===== src/rtl/spi_regs_pkg.sv =====
// Shared constants and types for the SPI target register file.
package spi_regs_pkg;

  typedef enum logic [1:0] {
    IDLE = 2'd0,
    CMD  = 2'd1,
    DATA = 2'd2,
    DONE = 2'd3
  } state_t;

  localparam logic [6:0] ADDR_CTRL    = 7'h00;
  localparam logic [6:0] ADDR_STATUS  = 7'h01;
  localparam logic [6:0] ADDR_SCRATCH = 7'h02;
  localparam logic [6:0] ADDR_ID      = 7'h03;

  // Command byte bit selecting read (1) or write (0)
  localparam int RW_BIT = 7;

  function automatic logic is_read(input logic [7:0] cmd);
    return cmd[RW_BIT];
  endfunction

endpackage


===== src/rtl/spi_slave_regs_if.sv =====
// SPI header pins plus the register-side status/control signals.
interface spi_slave_regs_if;
  logic       i_SPI_NCS;
  logic       i_SPI_SCK;
  logic       i_SPI_SI;
  logic       o_SPI_SO;
  logic       o_SPI_SO_OE;
  logic [7:0] i_Status;
  logic [7:0] o_Ctrl;
  logic       o_Wr_Strobe;
  logic       o_Frame_Err;

  modport slave (
    input  i_SPI_NCS, i_SPI_SCK, i_SPI_SI, i_Status,
    output o_SPI_SO, o_SPI_SO_OE, o_Ctrl, o_Wr_Strobe, o_Frame_Err
  );

  modport master (
    output i_SPI_NCS, i_SPI_SCK, i_SPI_SI, i_Status,
    input  o_SPI_SO, o_SPI_SO_OE, o_Ctrl, o_Wr_Strobe, o_Frame_Err
  );
endinterface


===== src/rtl/spi_slave_regs_sync_edge.sv =====
// Multi-flop synchronizer for an asynchronous pin plus one edge-detect flop.
// Rise/fall are single-cycle pulses derived from the synchronized level.
module sync_edge #(
  parameter int   STAGES  = 2,
  parameter logic RST_VAL = 1'b0
) (
  input  logic i_Clock,
  input  logic i_Rst_L,
  input  logic i_Async,
  output logic o_Sync,
  output logic o_Rise,
  output logic o_Fall
);

  logic [STAGES-1:0] sync_q;
  logic              prev_q;

  // Shift the pin through the synchronizer chain, then remember last level
  always_ff @(posedge i_Clock or negedge i_Rst_L) begin
    if (!i_Rst_L) begin
      sync_q <= {STAGES{RST_VAL}};
      prev_q <= RST_VAL;
    end else begin
      sync_q <= {sync_q[STAGES-2:0], i_Async};
      prev_q <= sync_q[STAGES-1];
    end
  end

  assign o_Sync = sync_q[STAGES-1];
  assign o_Rise = sync_q[STAGES-1] & ~prev_q;
  assign o_Fall = ~sync_q[STAGES-1] & prev_q;

endmodule


===== src/rtl/spi_slave_regs.sv =====
// SPI mode-0 target giving an external initiator access to CTRL, STATUS,
// SCRATCH and ID. All pins are oversampled in the system clock domain.
module spi_slave_regs
  import spi_regs_pkg::*;
#(
  parameter int         SYNC_STAGES = 2,
  parameter logic [7:0] ID_VALUE    = 8'hA5,
  parameter logic [7:0] CTRL_RESET  = 8'h00
) (
  input  logic           i_Clock,
  input  logic           i_Rst_L,
  spi_slave_regs_if.slave bus
);

  // Synchronized pin views. NCS syncs reset to 0 so a chip select that is
  // already low out of reset never looks like a falling edge.
  logic ncs_s, ncs_rise, ncs_fall;
  logic sck_rise, sck_fall, sck_lvl_unused;
  logic si_s, si_rise_unused, si_fall_unused;

  sync_edge #(.STAGES(SYNC_STAGES), .RST_VAL(1'b0)) u_ncs (
    .i_Clock(i_Clock), .i_Rst_L(i_Rst_L), .i_Async(bus.i_SPI_NCS),
    .o_Sync(ncs_s), .o_Rise(ncs_rise), .o_Fall(ncs_fall)
  );

  sync_edge #(.STAGES(SYNC_STAGES), .RST_VAL(1'b0)) u_sck (
    .i_Clock(i_Clock), .i_Rst_L(i_Rst_L), .i_Async(bus.i_SPI_SCK),
    .o_Sync(sck_lvl_unused), .o_Rise(sck_rise), .o_Fall(sck_fall)
  );

  // Same depth as SCK so the sampled SI bit lines up with the detected rise
  sync_edge #(.STAGES(SYNC_STAGES), .RST_VAL(1'b0)) u_si (
    .i_Clock(i_Clock), .i_Rst_L(i_Rst_L), .i_Async(bus.i_SPI_SI),
    .o_Sync(si_s), .o_Rise(si_rise_unused), .o_Fall(si_fall_unused)
  );

  state_t     state_q, state_n;
  logic [3:0] cnt_q, cnt_n;      // SCK rises seen in this frame
  logic [6:0] shf_q, shf_n;      // incoming bits; full byte = {shf_q, si_s}
  logic [7:0] cmd_q, cmd_n;
  logic [6:0] rd_q, rd_n;        // remaining read bits after the one on SO
  logic       so_q, so_n;
  logic       stb_q, stb_n;
  logic       err_q, err_n;
  logic [7:0] ctrl_q, ctrl_n;
  logic [7:0] scr_q, scr_n;
  logic       armed_q, armed_n;  // NCS has been seen high since reset

  logic [7:0] in_byte;
  logic [7:0] rd_byte;

  assign in_byte = {shf_q, si_s};

  // Read data for the address in the byte completing on this rise
  always_comb begin
    rd_byte = 8'h00;
    case (in_byte[6:0])
      ADDR_CTRL:    rd_byte = ctrl_q;
      ADDR_STATUS:  rd_byte = bus.i_Status;
      ADDR_SCRATCH: rd_byte = scr_q;
      ADDR_ID:      rd_byte = ID_VALUE;
      default:      rd_byte = 8'h00;
    endcase
  end

  // Register all frame state, outputs and the register file
  always_ff @(posedge i_Clock or negedge i_Rst_L) begin
    if (!i_Rst_L) begin
      state_q <= IDLE;
      cnt_q   <= '0;
      shf_q   <= '0;
      cmd_q   <= '0;
      rd_q    <= '0;
      so_q    <= 1'b0;
      stb_q   <= 1'b0;
      err_q   <= 1'b0;
      ctrl_q  <= CTRL_RESET;
      scr_q   <= 8'h00;
      armed_q <= 1'b0;
    end else begin
      state_q <= state_n;
      cnt_q   <= cnt_n;
      shf_q   <= shf_n;
      cmd_q   <= cmd_n;
      rd_q    <= rd_n;
      so_q    <= so_n;
      stb_q   <= stb_n;
      err_q   <= err_n;
      ctrl_q  <= ctrl_n;
      scr_q   <= scr_n;
      armed_q <= armed_n;
    end
  end

  // Frame sequencing: command byte, data byte, then ignore until deselect
  always_comb begin
    state_n = state_q;
    cnt_n   = cnt_q;
    shf_n   = shf_q;
    cmd_n   = cmd_q;
    rd_n    = rd_q;
    so_n    = so_q;
    stb_n   = 1'b0;
    err_n   = 1'b0;
    ctrl_n  = ctrl_q;
    scr_n   = scr_q;
    armed_n = armed_q | ncs_s;

    if (ncs_rise) begin
      // Deselect aborts anything in flight; only a partial frame is an error
      state_n = IDLE;
      cnt_n   = '0;
      shf_n   = '0;
      cmd_n   = '0;
      rd_n    = '0;
      so_n    = 1'b0;
      err_n   = ((state_q == CMD) && (cnt_q != 4'd0)) || (state_q == DATA);
    end else begin
      case (state_q)
        IDLE: begin
          if (ncs_fall && armed_q) begin
            state_n = CMD;
            cnt_n   = '0;
            shf_n   = '0;
            so_n    = 1'b0;
          end
        end

        CMD: begin
          if (sck_rise) begin
            cnt_n = cnt_q + 4'd1;
            shf_n = {shf_q[5:0], si_s};
            if (cnt_q == 4'd7) begin
              cmd_n   = in_byte;
              shf_n   = '0;
              state_n = DATA;
              if (is_read(in_byte)) begin
                rd_n = rd_byte[6:0];
                so_n = rd_byte[7];
              end
            end
          end
        end

        DATA: begin
          if (sck_rise) begin
            cnt_n = cnt_q + 4'd1;
            shf_n = {shf_q[5:0], si_s};
            if (cnt_q == 4'd15) begin
              state_n = DONE;
              so_n    = 1'b0;
              rd_n    = '0;
              if (!is_read(cmd_q)) begin
                case (cmd_q[6:0])
                  ADDR_CTRL: begin
                    ctrl_n = in_byte;
                    stb_n  = 1'b1;
                  end
                  ADDR_SCRATCH: begin
                    scr_n = in_byte;
                    stb_n = 1'b1;
                  end
                  default: ;
                endcase
              end
            end
          end else if (sck_fall && is_read(cmd_q) && (cnt_q != 4'd8)) begin
            // The fall right after the command byte keeps bit7 on SO
            so_n = rd_q[6];
            rd_n = {rd_q[5:0], 1'b0};
          end
        end

        DONE: ;

        default: state_n = IDLE;
      endcase
    end
  end

  assign bus.o_SPI_SO    = so_q;
  assign bus.o_SPI_SO_OE = ~ncs_s & armed_q;
  assign bus.o_Ctrl      = ctrl_q;
  assign bus.o_Wr_Strobe = stb_q;
  assign bus.o_Frame_Err = err_q;

endmodule


===== src/flat_wrapper.sv =====
// flat-port wrapper written by rule: the top's interface ports become plain ports
module spi_slave_regs_flat import spi_regs_pkg::*;
#(
  parameter int         SYNC_STAGES = 2,
  parameter logic [7:0] ID_VALUE    = 8'hA5,
  parameter logic [7:0] CTRL_RESET  = 8'h00
)
  (i_Clock, i_Rst_L, bus_i_SPI_NCS, bus_i_SPI_SCK, bus_i_SPI_SI, bus_i_Status, bus_o_SPI_SO, bus_o_SPI_SO_OE, bus_o_Ctrl, bus_o_Wr_Strobe, bus_o_Frame_Err);
  spi_slave_regs_if bus_i ();
  input  logic i_Clock;
  input  logic i_Rst_L;
  input wire logic [$bits(bus_i.i_SPI_NCS)-1:0] bus_i_SPI_NCS;
  input wire logic [$bits(bus_i.i_SPI_SCK)-1:0] bus_i_SPI_SCK;
  input wire logic [$bits(bus_i.i_SPI_SI)-1:0] bus_i_SPI_SI;
  input wire logic [$bits(bus_i.i_Status)-1:0] bus_i_Status;
  output wire logic [$bits(bus_i.o_SPI_SO)-1:0] bus_o_SPI_SO;
  output wire logic [$bits(bus_i.o_SPI_SO_OE)-1:0] bus_o_SPI_SO_OE;
  output wire logic [$bits(bus_i.o_Ctrl)-1:0] bus_o_Ctrl;
  output wire logic [$bits(bus_i.o_Wr_Strobe)-1:0] bus_o_Wr_Strobe;
  output wire logic [$bits(bus_i.o_Frame_Err)-1:0] bus_o_Frame_Err;
  assign bus_i.i_SPI_NCS = bus_i_SPI_NCS;
  assign bus_i.i_SPI_SCK = bus_i_SPI_SCK;
  assign bus_i.i_SPI_SI = bus_i_SPI_SI;
  assign bus_i.i_Status = bus_i_Status;
  assign bus_o_SPI_SO = bus_i.o_SPI_SO;
  assign bus_o_SPI_SO_OE = bus_i.o_SPI_SO_OE;
  assign bus_o_Ctrl = bus_i.o_Ctrl;
  assign bus_o_Wr_Strobe = bus_i.o_Wr_Strobe;
  assign bus_o_Frame_Err = bus_i.o_Frame_Err;
  spi_slave_regs #(.SYNC_STAGES(SYNC_STAGES), .ID_VALUE(ID_VALUE), .CTRL_RESET(CTRL_RESET)) u_core (.i_Clock(i_Clock), .i_Rst_L(i_Rst_L), .bus(bus_i));
endmodule

===== config.mk =====
export PLATFORM = sky130hd
export DESIGN_NAME = spi_slave_regs_flat
export DESIGN_NICKNAME = d
export VERILOG_FILES = /design/src/rtl/spi_regs_pkg.sv /design/src/rtl/spi_slave_regs_if.sv /design/src/rtl/spi_slave_regs_sync_edge.sv /design/src/rtl/spi_slave_regs.sv /design/src/flat_wrapper.sv
export SDC_FILE = /design/constraint.sdc
export NUM_CORES = 1
export LEC_CHECK = 0
export CAP_MARGIN = 10
export CORE_AREA = 5 5 87 89
export CTS_CLUSTER_SIZE = 24
export DETAILED_ROUTE_END_ITERATION = 10
export DIE_AREA = 0 0 92 94
export MAX_ROUTING_LAYER = met4
export SKIP_LAST_GASP = 1
export SYNTH_ARGS = -nofsm -noshare
export SYNTH_HDL_FRONTEND = slang
export SYNTH_SLANG_ARGS = --single-unit

===== constraint.sdc =====
create_clock -name i_Clock -period 3.68 [get_ports i_Clock]
set_clock_uncertainty 0.15 [all_clocks]
set_input_delay 0.736 -clock i_Clock [delete_from_list [all_inputs] [get_ports i_Clock]]
set_output_delay 0.736 -clock i_Clock [all_outputs]
set_load 0.02 [all_outputs]

After elaboration in Yosys (flattened, before gate mapping):

Cells that the tools add are included.

* register bits: 56
* input port bits: 13
* word-level logic and storage cells: 118

* add/subtract/negate cells: 1
* equality and inequality tests: 18
* muxes and demuxes: 46
* bitwise operators: 12
* reduce and logical (&&, ||, !) cells: 25

Operators by type and width (count)
* 7-bit two-way mux: 12
* 8-bit two-way mux: 4
* 8-bit one-hot mux with 4 select lines: 1
* 6-bit AND reduction: 4
* 7-bit by 2-bit equality test with 1-bit output, second input constant: 3
* 7-bit one-hot mux with 3 select lines: 1
* 1-bit two-way mux: 15
* 3-bit by 1-bit inequality test with 1-bit output, second input constant: 5
* 7-bit logical NOT: 2
* 7-bit one-hot mux with 2 select lines: 1
* 2-bit two-way mux: 6
* 4-bit two-way mux: 3
* 4-bit one-hot mux with 2 select lines: 1
* 4-bit nonzero test: 2
* 7-bit by 1-bit equality test with 1-bit output, second input constant: 1
* 7-bit AND reduction: 1
* 3-bit by 2-bit inequality test with 1-bit output, second input constant: 2
* 1-bit inverter: 6
* 2-bit one-hot mux with 3 select lines: 1
* 3-bit AND reduction: 2
* 2-bit nonzero test: 3
* 3-bit nonzero test: 2
* 1-bit bitwise AND: 5
* 4-bit by 1-bit adder with 4-bit output, second input constant: 1
* 14 further kinds: 18

Logic depth before layout (Yosys ltp):

* depth after elaboration: 8
* depth in mapped cells: 7
* gate-level depth less buffers: 6

By module:

From an unflattened synthesis, not the netlist that was laid out.

* cells, all modules: 230
* area total of the unflattened synthesis: 2710.1 um^2

By module, submodules not included
* spi_slave_regs: times used 1, cells an instance 215, area each 2439.8 um^2, seq. area each 1201.2 um^2
* sync_edge: times used 3, cells an instance 5, area each 90.1 um^2, seq. area each 75.1 um^2

Worst setup path before layout:

No wires, ideal clock.

* path kind: reg2reg
* start point: reg u_core.cmd_q[7]
* end point: reg u_core.scr_q[1]
* library setup time: 0.125 ns
* arrival: 1.981 ns
* required time: 3.405 ns
* path slack: 1.425 ns
* cell stages (with the launch flop): 5
* cell sequence: dfrtp_1 -> or4_4 -> or4_4 -> nor2_8 -> mux2_2

* longest elaborated chain between the ends: 2

Ends and longest elaborated chain
* start, declared: RTL line spi_slave_regs.sv:40 `logic [7:0] cmd_q, cmd_n;`
* start signal, assigned: RTL line spi_slave_regs.sv:84 `cmd_q <= cmd_n;`
* 1-bit inverter (no line)
* 6-bit AND reduction (no line)
* end signal, assigned: RTL line spi_slave_regs.sv:90 `scr_q <= scr_n;`
* end, declared: RTL line spi_slave_regs.sv:46 `logic [7:0] scr_q, scr_n;`

No other way between the ends.
A chain may end at the register's enable or synchronous reset.

Final worst setup path:

* start point: reg u_core.state_q[0]
* end point: reg u_core.state_q[0]

* longest elaborated chain between the ends: 3
* elaborated cells on any way between the ends: 12
* those cells by class: eq/ne (7); mux (2); reduce/logical (3)

Ends and longest elaborated chain
* start, declared: RTL line spi_slave_regs.sv:37 `state_t state_q, state_n;`
* start signal, assigned: RTL line spi_slave_regs.sv:81 `state_q <= state_n;`
* 2-bit equality test (tied with other cells): RTL line spi_slave_regs.sv:119 `case (state_q)`
* 3-bit by 2-bit inequality test with 1-bit output (no line) (tied with other cells)
* 6-bit AND reduction (no line) / 2-bit two-way mux (equally long branches)

Several ways; a longest one is shown, not always the timed one.

==> out/metrics.cfg <==
[critical_path]
rr_worst_depth=6
crit_type=flop to flop
crit_family=compound AO/OA/AOI/OAI gates
crit_chain=inv_1, ha_1, or3_1, a31oi_1, a21oi_1, mux2_2
cp.arrival_ns=2.59
worstReg2RegStart=u_core.state_q[0]
start_kind=flop
critical_path_buf_inv_count=1
crit_path_end_kind=flop
critPathRequiredTime_ns=3.73
path_depth=6
crit_slowest_cell=a31oi_1
cpPeakStageDelay_ns=0.57
cp_max_fo=8
endpoint=u_core.state_q[0]
cp-startpoint=u_core.state_q[0]
reg2reg_to=u_core.state_q[0]
r2r_slack_ns=1.14

[grt]
grtUsageMet1=0.183
grt-ovfl-total=0
grt_max_degree=22
grt_pass1_vias=1830
gr-usage-met3=0.0321
top_usage_layer=met2
antenna_found_initial=0
grtUsageMet2=0.221
track_usage=0.140
grt_first_pass_wirelength_um=9300

[timing]
fmax_ghz=0.394
setup_violations=0
hold_violations=0
finalMaxSlewViolations=0
rsz0062_at_grt=false
tns_ns=0
min_period_over_period=0.690
period_needed_ns=2.54
worst_pin_slew_ns=0.780
max_slew_margin=0.479

[placed_design]
dpl_cell_area_um2=2960
dp_hpwl_um=3890
io_buffers=24
placed_cells=321
place_congestion=0.788

[cts]
cts_tree=yes
cts-root-buf=clkbuf_8
post_cts_resized=0
cts_buffers=5
cts.path.max_buffers=2
cts_setup_buffers=0
clkTransAtPathRegs_ns=0.10
clock_latency_ns=0.31
cts_hold_buf=0
htreeDepth=2
numClockSinks=56

[finish]
final_cell_mix=dfrtp_1, mux2_2, clkdlybuf4s50_1
fin_area_um2=3050
layout-drive-gt1-share=0.181
layout_commonest_cell=dfrtp_1
area_growth_pct=16.4
stdcell_count=329
fin_util=0.456
nets=268
n_antenna_cell=0

[die]
rows=30
die_h_um=94
core_area_um2=6680
ioPinCount=25
start_util=0.392
dieArea_um2=8650
die_x_um=92

[synthesis]
synth_seq_cells=56
yosysSeqAreaShare=0.535
synth_edf_count=0
netlist_area_um2=2620
synthFlopType=dfrtp_1
synthDistinctLibCells=33
syn-mean-instance-area_um2=12.0
synth.net_count=239
async_reset_ff_frac=1.00
yosysWarnings=0
synthCells=219

[detailed_routing]
drc=0
drtAntennaViolNets=0
wl_per_cell_um=16.1
dr.pass1.iters=4
vias=1744
first_iter_violations=105
vias_per_cell=5.30
routed_wl_um=5300

[job]
cap_viol_max_count=0

[pwr]
p_leak_nw=1.38
power_density_nw_per_um2=521
vdd_ir_drop_max_mv=0.215

[run_status]
outcome=finished clean

[worst_hold_path]
hold_class=flop to flop

## final cells by class
type	count	area (um^2)
Sequential cell	56	1400
Inverter	8	30.0
Clock buffer	6	72.6
Timing Repair Buffer	27	258
Multi-Input combinational cell	150	1170
Tap cell	80	100
Clock inverter	2	17.5
Fill cell	634	3630
## worst reg2reg max path, cell delays in order (launching register included)
cell	delay (ns)
dfrtp_1	0.44
inv_1	0.10
ha_1	0.27
or3_1	0.42
a31oi_1	0.57
a21oi_1	0.17
mux2_2	0.32
## logic make-up (layout without fill, tap and decap cells)
kind of cell | Yosys count | after routing | synth area share
muxes | 42 | 42 | 0.173
buffers and inverters | 13 | 43 | 0.0186
adders and majority gates | 7 | 7 | 0.0334
and+or+nand+nor | 55 | 55 | 0.123
DFF | 56 | 56 | 0.535
AOI/OAI and AO/OA | 46 | 46 | 0.117
## stage by stage
| step | power, mW | setup WS [ns] | hold slack, ns |
|---|---|---|---|
| floorplan | 1.12 | 1.42 | 0.181 |
| global placement | 1.25 | 1.28 | 0.183 |
| detailed placement | 1.25 | 1.19 | 0.186 |
| CTS | 1.60 | 1.16 | 0.211 |
| global route | 1.71 | 1.03 | 0.227 |
| finish | 1.59 | 1.14 | 0.210 |
## per-layer routing
layer / share of wire / vias to the layer above / wire length, um
met2: 0.48 / 35 / 2560
met1: 0.48 / 854 / 2520
met5: 0 / - / 0
li1: - / 849 / -
met4: 0.011 / 0 / 59
met3: 0.031 / 6 / 162
## worst min-delay path by stage
stage | cells past startpoint | end | from | slack, ns
2_1_floorplan | 0 | u_core.u_ncs.sync_q[1] | u_core.u_ncs.sync_q[0] | 0.18
3_3_place_gp | 0 | u_core.u_si.sync_q[1] | u_core.u_si.sync_q[0] | 0.18
3_5_place_dp | 0 | u_core.u_ncs.sync_q[1] | u_core.u_ncs.sync_q[0] | 0.19
4_1_cts | 0 | u_core.u_ncs.sync_q[1] | u_core.u_ncs.sync_q[0] | 0.21
5_1_grt | 0 | u_core.u_si.sync_q[1] | u_core.u_si.sync_q[0] | 0.23
6_report | 0 | u_core.u_ncs.sync_q[1] | u_core.u_ncs.sync_q[0] | 0.21
## state kept, by name, indices dropped and copies added (netlist names), 2 cells and up
name,flops
u_core.u_sck.sync_q,2
u_core.u_si.sync_q,2
u_core.u_ncs.sync_q,2
u_core.rd_q,7
u_core.cmd_q,8
u_core.scr_q,8
u_core.bus.o_Ctrl,8
u_core.shf_q,7
u_core.cnt_q,4
u_core.state_q,2
## power by group
group	leakage, nW	internal (mW)	total (mW)	switching [mW]
Clock	0.0462	0.140	0.346	0.206
Combinational	0.586	0.221	0.496	0.275
Sequential	0.748	0.685	0.746	0.0603
## Yosys cell counts, types with 2 or more instances
cell type / number / area [um^2]
a21oi_1: 6 / 30.0
or3_1: 2 / 12.5
nand4_1: 2 / 12.5
and3_1: 3 / 18.8
nand2b_1: 2 / 12.5
o21ai_0: 20 / 100
nor2_8: 2 / 40.0
mux2i_1: 16 / 160
a22o_1: 13 / 114
a31oi_1: 2 / 12.5
nor2_1: 14 / 52.6
or4_4: 2 / 22.5
mux2_2: 25 / 282
dfrtp_1: 56 / 1400
nand3_1: 2 / 10.0
nor3b_1: 2 / 15.0
inv_1: 8 / 30.0
nor2b_1: 4 / 25.0
ha_1: 7 / 87.6
nand2_1: 14 / 52.6
clkbuf_1: 5 / 18.8
Power figures use the tool's default switching activity.
